[config.mk]
export PLATFORM = sky130hd
export DESIGN_NAME = register_write_dispatcher
export DESIGN_NICKNAME = d
export VERILOG_FILES = /design/src/rtl/register_write_dispatcher.sv
export SDC_FILE = /design/constraint.sdc
export NUM_CORES = 1
export LEC_CHECK = 0
export CAP_MARGIN = 20
export CORE_ASPECT_RATIO = 0.7
export CORE_MARGIN = 5
export CORE_UTILIZATION = 60
export CTS_CLUSTER_DIAMETER = 60
export DETAILED_ROUTE_END_ITERATION = 6
export GPL_ROUTABILITY_DRIVEN = 0
export PLACE_DENSITY = 0.83
export SLEW_MARGIN = 20
export SYNTH_ARGS = -nofsm -noshare
export SYNTH_HDL_FRONTEND = slang
export SYNTH_SLANG_ARGS = --single-unit
[constraint.sdc]
create_clock -name i_Clock -period 11.3 [get_ports i_Clock]
set_clock_uncertainty 0.05 [all_clocks]
set_input_delay 1.13 -clock i_Clock [delete_from_list [all_inputs] [get_ports i_Clock]]
set_output_delay 1.13 -clock i_Clock [all_outputs]
set_load 0.02 [all_outputs]
[src/rtl/register_write_dispatcher.sv]
// register_write_dispatcher
//   Turns the SPI block's level write strobe into single-cycle, one-hot
//   register-write strobes for the voice pipeline. Writes pass through a small
//   FIFO and are decoded into four classes:
//     - voice-operator parameter writes
//     - sine-table writes
//     - global-register writes
//     - discards for reserved or undecodable numbers
//   Optional build macro DISPATCH_FRAME_SYNC_EN holds queued writes until
//   i_FrameStart, so that a frame's parameter changes land together.
module register_write_dispatcher #(
  parameter int VOICE_BITS    = 5,
  parameter int OPERATOR_BITS = 3,
  parameter int NUM_PARAMS    = 19,
  parameter int FIFO_DEPTH    = 8
) (
  input  logic                                i_Clock,
  input  logic                                i_Reset,
  input  logic                                i_WriteEnable,
  input  logic [15:0]                         i_WriteNumber,
  input  logic [15:0]                         i_WriteValue,
  input  logic                                i_FrameStart,
  output logic [NUM_PARAMS-1:0]               o_ParamWriteEnable,
  output logic [VOICE_BITS+OPERATOR_BITS-1:0] o_ConfigWriteAddr,
  output logic [15:0]                         o_ConfigWriteData,
  output logic                                o_SineTableWriteEnable,
  output logic [13:0]                         o_SineTableWriteAddress,
  output logic                                o_GlobalWriteEnable,
  output logic [13:0]                         o_GlobalWriteAddress,
  output logic [$clog2(FIFO_DEPTH):0]         o_Level,
  output logic                                o_Overflow,
  output logic                                o_DecodeError
);

  localparam int ADDR_W  = VOICE_BITS + OPERATOR_BITS;
  localparam int PTR_W   = $clog2(FIFO_DEPTH);
  localparam int LEVEL_W = PTR_W + 1;

  localparam logic [LEVEL_W-1:0] FULL_LEVEL  = LEVEL_W'(FIFO_DEPTH);
  localparam logic [6:0]         PARAM_LIMIT = 7'(NUM_PARAMS);

  // Top two bits of the register number select the target region.
  localparam logic [1:0] REGION_VOICE    = 2'b00;
  localparam logic [1:0] REGION_RESERVED = 2'b01;
  localparam logic [1:0] REGION_GLOBAL   = 2'b10;
  localparam logic [1:0] REGION_SINE     = 2'b11;

  // Strobe edge detector and FIFO bookkeeping.
  logic               we_last_q, we_last_d;
  logic [PTR_W-1:0]   wr_ptr_q, wr_ptr_d;
  logic [PTR_W-1:0]   rd_ptr_q, rd_ptr_d;
  logic [LEVEL_W-1:0] level_q, level_d;
  logic               overflow_q, overflow_d;
  logic               decode_error_q, decode_error_d;
  logic [31:0]        fifo_mem [FIFO_DEPTH];

  logic capture;
  logic push;
  logic pop;

  // Registered strobe, address and data outputs.
  logic [NUM_PARAMS-1:0] param_we_q, param_we_d;
  logic [ADDR_W-1:0]     cfg_addr_q, cfg_addr_d;
  logic [15:0]           data_q, data_d;
  logic                  sine_we_q, sine_we_d;
  logic [13:0]           sine_addr_q, sine_addr_d;
  logic                  glob_we_q, glob_we_d;
  logic [13:0]           glob_addr_q, glob_addr_d;

  // Popped entry fields.
  logic [31:0] head;
  logic [15:0] head_num;
  logic [15:0] head_val;
  logic [5:0]  head_param;
  logic        voice_fields_ok;

`ifdef DISPATCH_FRAME_SYNC_EN
  logic [LEVEL_W-1:0] budget_q, budget_d;
  logic [LEVEL_W-1:0] budget_eff;
`else
  logic unused_frame_start;
  assign unused_frame_start = i_FrameStart;
`endif

  // Edge detect, push/pop arbitration, occupancy and the sticky overflow flag.
  always_comb begin
    // NOTE: every signal driven here gets a default first, so no path can leave it unassigned and infer a latch.
    capture    = i_WriteEnable & ~we_last_q;
    we_last_d  = i_WriteEnable;

`ifdef DISPATCH_FRAME_SYNC_EN
    // A frame start snapshots the occupancy before this cycle's push, so
    // late arrivals wait for the following frame.
    budget_eff = i_FrameStart ? level_q : budget_q;
    pop        = (budget_eff != '0) && (level_q != '0);
    budget_d   = budget_eff - LEVEL_W'(pop);
`else
    pop        = (level_q != '0);
`endif

    push       = capture & ((level_q != FULL_LEVEL) | pop);
    overflow_d = overflow_q | (capture & ~push);
    wr_ptr_d   = push ? wr_ptr_q + PTR_W'(1) : wr_ptr_q;
    rd_ptr_d   = pop  ? rd_ptr_q + PTR_W'(1) : rd_ptr_q;
    level_d    = level_q + LEVEL_W'(push) - LEVEL_W'(pop);
  end

  assign head       = fifo_mem[rd_ptr_q];
  assign head_num   = head[31:16];
  assign head_val   = head[15:0];
  assign head_param = head_num[13:8];

  // Voice and operator fields must fit in ADDR_W bits, and the parameter code
  // must name an existing parameter.
  assign voice_fields_ok = ((head_num[7:0] >> ADDR_W) == 8'd0) &&
                           ({1'b0, head_param} < PARAM_LIMIT);

  // Decode the popped entry into next-cycle strobes; addresses and data hold when idle.
  always_comb begin
    param_we_d     = '0;
    sine_we_d      = 1'b0;
    glob_we_d      = 1'b0;
    cfg_addr_d     = cfg_addr_q;
    data_d         = data_q;
    sine_addr_d    = sine_addr_q;
    glob_addr_d    = glob_addr_q;
    decode_error_d = decode_error_q;

    if (pop) begin
      case (head_num[15:14])
        REGION_SINE: begin
          sine_we_d   = 1'b1;
          sine_addr_d = head_num[13:0];
          data_d      = head_val;
        end
        REGION_GLOBAL: begin
          glob_we_d   = 1'b1;
          glob_addr_d = head_num[13:0];
          data_d      = head_val;
        end
        REGION_VOICE: begin
          if (voice_fields_ok) begin
            for (int i = 0; i < NUM_PARAMS; i++) begin
              param_we_d[i] = (head_param == 6'(i));
            end
            cfg_addr_d = head_num[ADDR_W-1:0];
            data_d     = head_val;
          end else begin
            decode_error_d = 1'b1;
          end
        end
        REGION_RESERVED: decode_error_d = 1'b1;
        default:         decode_error_d = 1'b1;
      endcase
    end
  end

  // FIFO storage: written on push only.
  always_ff @(posedge i_Clock) begin
    // NOTE: the storage array has no reset; the pointers and level define which entries are valid, and leaving it unreset keeps it mappable to RAM.
    if (push) begin
      fifo_mem[wr_ptr_q] <= {i_WriteNumber, i_WriteValue};
    end
  end

  // State and output registers with synchronous reset.
  always_ff @(posedge i_Clock) begin
    // NOTE: sequential state uses non-blocking assignments so every flop samples the pre-edge values.
    if (i_Reset) begin
      // Start high so a strobe held through reset is not treated as a new write.
      we_last_q      <= 1'b1;
      wr_ptr_q       <= '0;
      rd_ptr_q       <= '0;
      level_q        <= '0;
      overflow_q     <= 1'b0;
      decode_error_q <= 1'b0;
      param_we_q     <= '0;
      cfg_addr_q     <= '0;
      data_q         <= '0;
      sine_we_q      <= 1'b0;
      sine_addr_q    <= '0;
      glob_we_q      <= 1'b0;
      glob_addr_q    <= '0;
`ifdef DISPATCH_FRAME_SYNC_EN
      budget_q       <= '0;
`endif
    end else begin
      we_last_q      <= we_last_d;
      wr_ptr_q       <= wr_ptr_d;
      rd_ptr_q       <= rd_ptr_d;
      level_q        <= level_d;
      overflow_q     <= overflow_d;
      decode_error_q <= decode_error_d;
      param_we_q     <= param_we_d;
      cfg_addr_q     <= cfg_addr_d;
      data_q         <= data_d;
      sine_we_q      <= sine_we_d;
      sine_addr_q    <= sine_addr_d;
      glob_we_q      <= glob_we_d;
      glob_addr_q    <= glob_addr_d;
`ifdef DISPATCH_FRAME_SYNC_EN
      budget_q       <= budget_d;
`endif
    end
  end

  assign o_ParamWriteEnable      = param_we_q;
  assign o_ConfigWriteAddr       = cfg_addr_q;
  assign o_ConfigWriteData       = data_q;
  assign o_SineTableWriteEnable  = sine_we_q;
  assign o_SineTableWriteAddress = sine_addr_q;
  assign o_GlobalWriteEnable     = glob_we_q;
  assign o_GlobalWriteAddress    = glob_addr_q;
  assign o_Level                 = level_q;
  assign o_Overflow              = overflow_q;
  assign o_DecodeError           = decode_error_q;

endmodule

==> After elaboration in Yosys (flattened, before gate mapping) <==
Memories as Yosys holds them, arrays and structs flattened. A register that Yosys moved wholly into a read port is not among the register bits.
Index checks and enable logic that the tools add are counted.
{ "classes": {"order_cmp": 1, "reduce_logical": 13, "n_addsub": 4, "bitwise": 10, "muxes": 10, "n_eq_ne": 24} }
{ "ops": {"columns": ["op", "n"], "rows": [
  ["6-bit by 4-bit == test with 1-bit output, second input constant", 8],
  ["16-bit case mux with 2 select lines", 1],
  ["6-bit by 3-bit == test with 1-bit output, second input constant", 4],
  ["6-bit by 5-bit == test with 1-bit output, second input constant", 3],
  ["16-bit two-way mux", 1],
  ["6-bit by 2-bit == test with 1-bit output, second input constant", 2],
  ["3-bit AND reduction", 3],
  ["3-bit by 1-bit adder with 3-bit output, second input constant", 2],
  ["6-bit by 1-bit == test with 1-bit output, second input constant", 1],
  ["6-bit logical NOT", 1],
  ["6-bit by 5-bit less-than comparator with 1-bit output, second input constant", 1],
  ["3-bit two-way mux", 2],
  ["1-bit two-way mux", 5],
  ["1-bit inverter", 5],
  ["4-bit by 1-bit adder with 4-bit output", 1],
  ["2-bit == test, second input constant", 2],
  ["2-bit inequality test, second input constant", 2],
  ["4-bit inequality test, second input constant", 1],
  ["2-bit AND reduction", 2],
  ["2-bit nonzero test", 2],
  ["4-bit nonzero test", 1],
  ["2-bit OR reduction", 2],
  ["4-bit OR reduction", 1],
  ["4-bit by 1-bit subtractor with 4-bit output", 1],
  ["other kinds (5)", 8]
]} }
{ "totals": {"in_bits": 36, "ff_bits": 86, "mem_count": 1, "ramBits": 256} }
{ "mem_list": {"columns": ["memory", "words", "word_bits", "rd", "rd_clocked_by_memory_dff", "write_ports", "line_no", "rtl"], "rows": [
  ["fifo_mem", 8, 32, 1, 1, 1, "55", "logic [31:0] fifo_mem [FIFO_DEPTH];"]
]} }

==> Logic depth before layout (Yosys ltp) <==
{ "logic_depth": {"ltp_word": 6, "mapped_depth": 13, "mapped_depth_nobuf": 11} }

==> Worst setup path before layout <==
Ideal clock, no wire load.
{ "synth_path": {"kind": "in2reg", "start": "input port i_WriteEnable", "end": "memory fifo_mem[0][0], enable pin", "path_slack_ns": 6.958, "n_path_buf": 0, "t_arrival_ns": 3.831, "cell_stages": 4, "path_cell_list": "nand2b_1 > a21oi_1 > nand2b_1 > nor3_1"} }
{ "synth_between": {"elab_chain_cells": 4} }
{ "synth_rtl": {"columns": ["element", "line_no", "rtl"], "rows": [
  ["start: declaration", "19", "input logic i_WriteEnable,"],
  ["1-bit bitwise AND", "88", "capture = i_WriteEnable & ~we_last_q;"],
  ["1-bit bitwise AND", "101", "push = capture & ((level_q != FULL_LEVEL) | pop);"],
  ["1-bit two-way mux", "161", "if (push) begin"],
  ["1-bit two-way mux (implied by the code)", "162", "fifo_mem[wr_ptr_q] <= {i_WriteNumber, i_WriteValue};"],
  ["end: declaration", "55", null]
]} }
Every way passes these cells.

==> reports/qor.log <==
qor: outcome.outcome complete, no violations
qor: finish.diodes 0
qor: setup_path.critPathSlowestCell or3_1
qor: setup_path.critPathMaxStageDelay 0.64 ns
qor: routing.drc 0
qor: sta.layout_setup_ws 7.434 ns
qor: global_route.first_global_vias 7459
qor: setup_path.worstPathArrival 4.26 ns
qor: synth.postSynthRegisterBits 345
qor: placement.detailedPlace.worstSlack 7.103 ns
qor: setup_path.critical_path.n_buffers_inverters 2
qor: sta.timing.setup.tns 0 ns
qor: power_and_ir_drop.p_leak 5.034 nW
qor: routing.via_per_inst 6.183
qor: run.max_cap_viol_count 0
qor: synth.synth_top_area_share 0.5947
qor: synth.mappedNetlistArea 12930 sq um
qor: finish.fin_nets 902
qor: die.die_x 185.4 um
qor: sta.actual_slew_at_the_worst_max_slew_pin 1.113 ns
qor: die.fp.dieH 132.8 um
qor: cts.cts_post_setup_buffers_inserted 0
qor: routing.drt-wirelength-per-cell 24.37 um
qor: synth.synth.most_common_cell edfxtp_1
qor: synth.post_synth_inst_count 737
qor: cts.cts_buffer_depth 3
qor: placement.placed_instance_area 14360 sq um
qor: global_route.grt_use_total 0.2317
qor: routing.route.vias.total 7166
qor: routing.detailedRoute.firstIterationViolations 768
qor: synth.async_flop_share 0
qor: synth.post_synth.cell_area_avg 17.54 sq um
qor: sta.timing_max_transition_violations_final 0
qor: routing.final_antenna_net_count 0
qor: finish.fraction_of_final_layout_cells_with_drive_strength_greater_than_1 0.1993
qor: global_route.initial_antenna_violation_count 1
qor: cts.clock-sinks 345
qor: cts.cts_repair_resize_count 0
qor: cts.holdBufCountCts 0
qor: synth.postSynthNetCount 781
qor: global_route.grt_first_pass_wirelength 43790 um
qor: synth.yosys-top-cells-count edfxtp_1 (256), dfxtp_1 (89), nor2_1 (82)
qor: hold_path.worst_hold_path_type flop to flop
qor: power_and_ir_drop.vdd.ir_drop.worst 0.0001402 V
qor: setup_path.cpLargestDelayFamily multiplexers
qor: sta.fmax 258.7 MHz
qor: synth.synth_cell_type_count 47
qor: finish.design_area 15470 sq um
qor: synth.synth_enable_flop_cells 256
qor: sta.report.final.hold_viol_count 0
qor: placement.dp.cells 1101
qor: die.floorplan_core_area 20980 sq um
qor: sta.max_slew_margin 0.2562
qor: cts.clk_transition_reported_paths 0.06 ns
qor: setup_path.critical_path.startpoint_type flop
qor: setup_path.path_max_fanout 56
qor: synth.synth-seq-area-share 0.7325
qor: global_route.gr-total-overflow 0
qor: sta.final_period_minus_worst_setup_slack 3.866 ns
qor: setup_path.timing.critical_path.cells buf_6 -> mux4_2 -> mux2_2 -> a211oi_4 -> nor3_2 -> buf_4 -> or3_1 -> a211oi_1
qor: cts.clock_tree.htree_level_count 1
qor: placement.port-buffer-count 113
qor: die.io_pins 115
qor: cts.clock_insertion_delay_worst_skew 0.55 ns
qor: synth.synth_area_leaders edfxtp_1 (59%), dfxtp_1 (14%), mux4_2 (11%)
qor: die.floorplan.initialDensity 0.6163
qor: sta.setup_repair_after_global_routing_missed_its_margin false
qor: sta.final.period_utilization 0.3421
qor: cts.cts.root.buffer_cell clkbuf_16
qor: synth.ys.flop_type edfxtp_1
qor: finish.flow.area_growth_from_synthesis 19.68%
qor: setup_path.critPathKind flop to flop
qor: synth.synthesis.yosys.warnings 0
qor: synth.synth_area_leader_cell edfxtp_1
qor: global_route.largest_net_degree_at_the_start_of_global_routing 71
qor: setup_path.crit_required 11.70 ns
qor: routing.drt_pre_antenna_iters 5
qor: sta.setup-violations-final 0
qor: cts.cts_tree done
qor: finish.finish.cell_count_without_fillers 1159
qor: setup_path.setup.worst_path.end_class flop
qor: routing.drt-total-wl 28240 um
qor: placement.detailed_place_hpwl 16460 um
qor: die.overall_die_area 24630 sq um
qor: die.cell_row_count 44
qor: power_and_ir_drop.cellPowerDensity 239.3 nW/um^2
qor: sta.final.hold.worst_slack 0.4105 ns
qor: cts.cts_inserted_buffers 31
qor: finish.fill_cells 1167
## path summary, 6_finish.rpt
kind | cells after the start | to | slack (ns) | startpoint
worst max-delay path | 8 | o_ConfigWriteData[3] | 7.43 | flop
worst min-delay path | 2 | o_ConfigWriteData[4] | 0.41 | o_ConfigWriteData[4]
worst max register to register | 8 | o_ConfigWriteData[3] | 7.43 | flop
worst min register to register | 2 | o_ConfigWriteData[4] | 0.41 | o_ConfigWriteData[4]
## cell usage in the layout, fill, tap and decap left out, types with 9 or more instances in the layout
master           netlist  final
a211oi_1              25     25
a21oi_1               23     23
a311oi_1               9      9
buf_4                  1     16
clkbuf_16              0     32
clkdlybuf4s50_1        0    112
dfxtp_1               89     86
edfxtp_1             256    256
inv_1                 21     23
mux2_2                20     20
mux2i_1               20     20
mux4_2                64     64
nand2_1               12     12
nor2_1                82     76
nor4_1                17     17
## registers in the layout (all words and copies together), names as in the netlist, named ones only
name / flops
o_ConfigWriteAddr: 8
o_SineTableWriteAddress: 14
o_DecodeError: 1
o_GlobalWriteEnable: 1
fifo_mem: 256
o_ConfigWriteData: 16
o_Level: 4
o_ParamWriteEnable: 19
o_GlobalWriteAddress: 14
rd_ptr_q: 3
wr_ptr_q: 3
o_SineTableWriteEnable: 1
o_Overflow: 1
we_last_q: 1
## final cells by class
class                   count  area [sq um]  share of cell area
clock buffers              41         888.4             0.05742
clock inverters            17         215.2             0.01391
inverters                  22         82.58            0.005338
multi-input cells         328          3207              0.2073
flip-flops and latches    345          9475              0.6125
well taps                 276         345.3             0.02232
repair buffers            130          1257             0.08128
## routing by layer
| metal | global-route usage | share of wire | routed length (um) |
|---|---|---|---|
| met1 | 0.3258 | 0.39 | 11140 |
| met3 | 0.04801 | 0.077 | 2188 |
| met5 | 0 | 0.00046 | 13 |
| met4 | 0.04442 | 0.017 | 476 |
| met2 | 0.3846 | 0.51 | 14430 |
## worst register-to-register path, cell delays in order, from the launching register on
cell and delay (ns):
dfxtp_4 0.51, buf_6 0.62, mux4_2 0.60, mux2_2 0.37, a211oi_4 0.29, nor3_2 0.08
buf_4 0.24, or3_1 0.65, a211oi_1 0.35
## through the flow
step	power [W]	util
2_1_floorplan	0.002268	-
3_3_place_gp	0.002573	0.6848
3_5_place_dp	0.002612	0.6848
4_1_cts	0.003720	0.7374
5_1_grt	0.003864	0.7376
6_report	0.003702	0.7376
## power by group
part           switching, W  internal (W)  total [W]
Sequential        0.0000634       0.00145    0.00152
Clock              0.000454      0.000650    0.00110
Combinational      0.000604      0.000479    0.00108
Total               0.00112       0.00258    0.00370
## logic make-up after synthesis
| logic type | after synthesis | synth area share |
|---|---|---|
| xor gates and xnor gates | 5 | 0.003388 |
| and+or+nand+nor | 142 | 0.05091 |
| adders and majority gates | 8 | 0.008323 |
| muxes | 106 | 0.1466 |
| AOI/OAI and AO/OA | 67 | 0.03688 |
| DFF | 345 | 0.7325 |
| buffers and inverters | 64 | 0.02139 |
(Power assumes the default switching activity.)
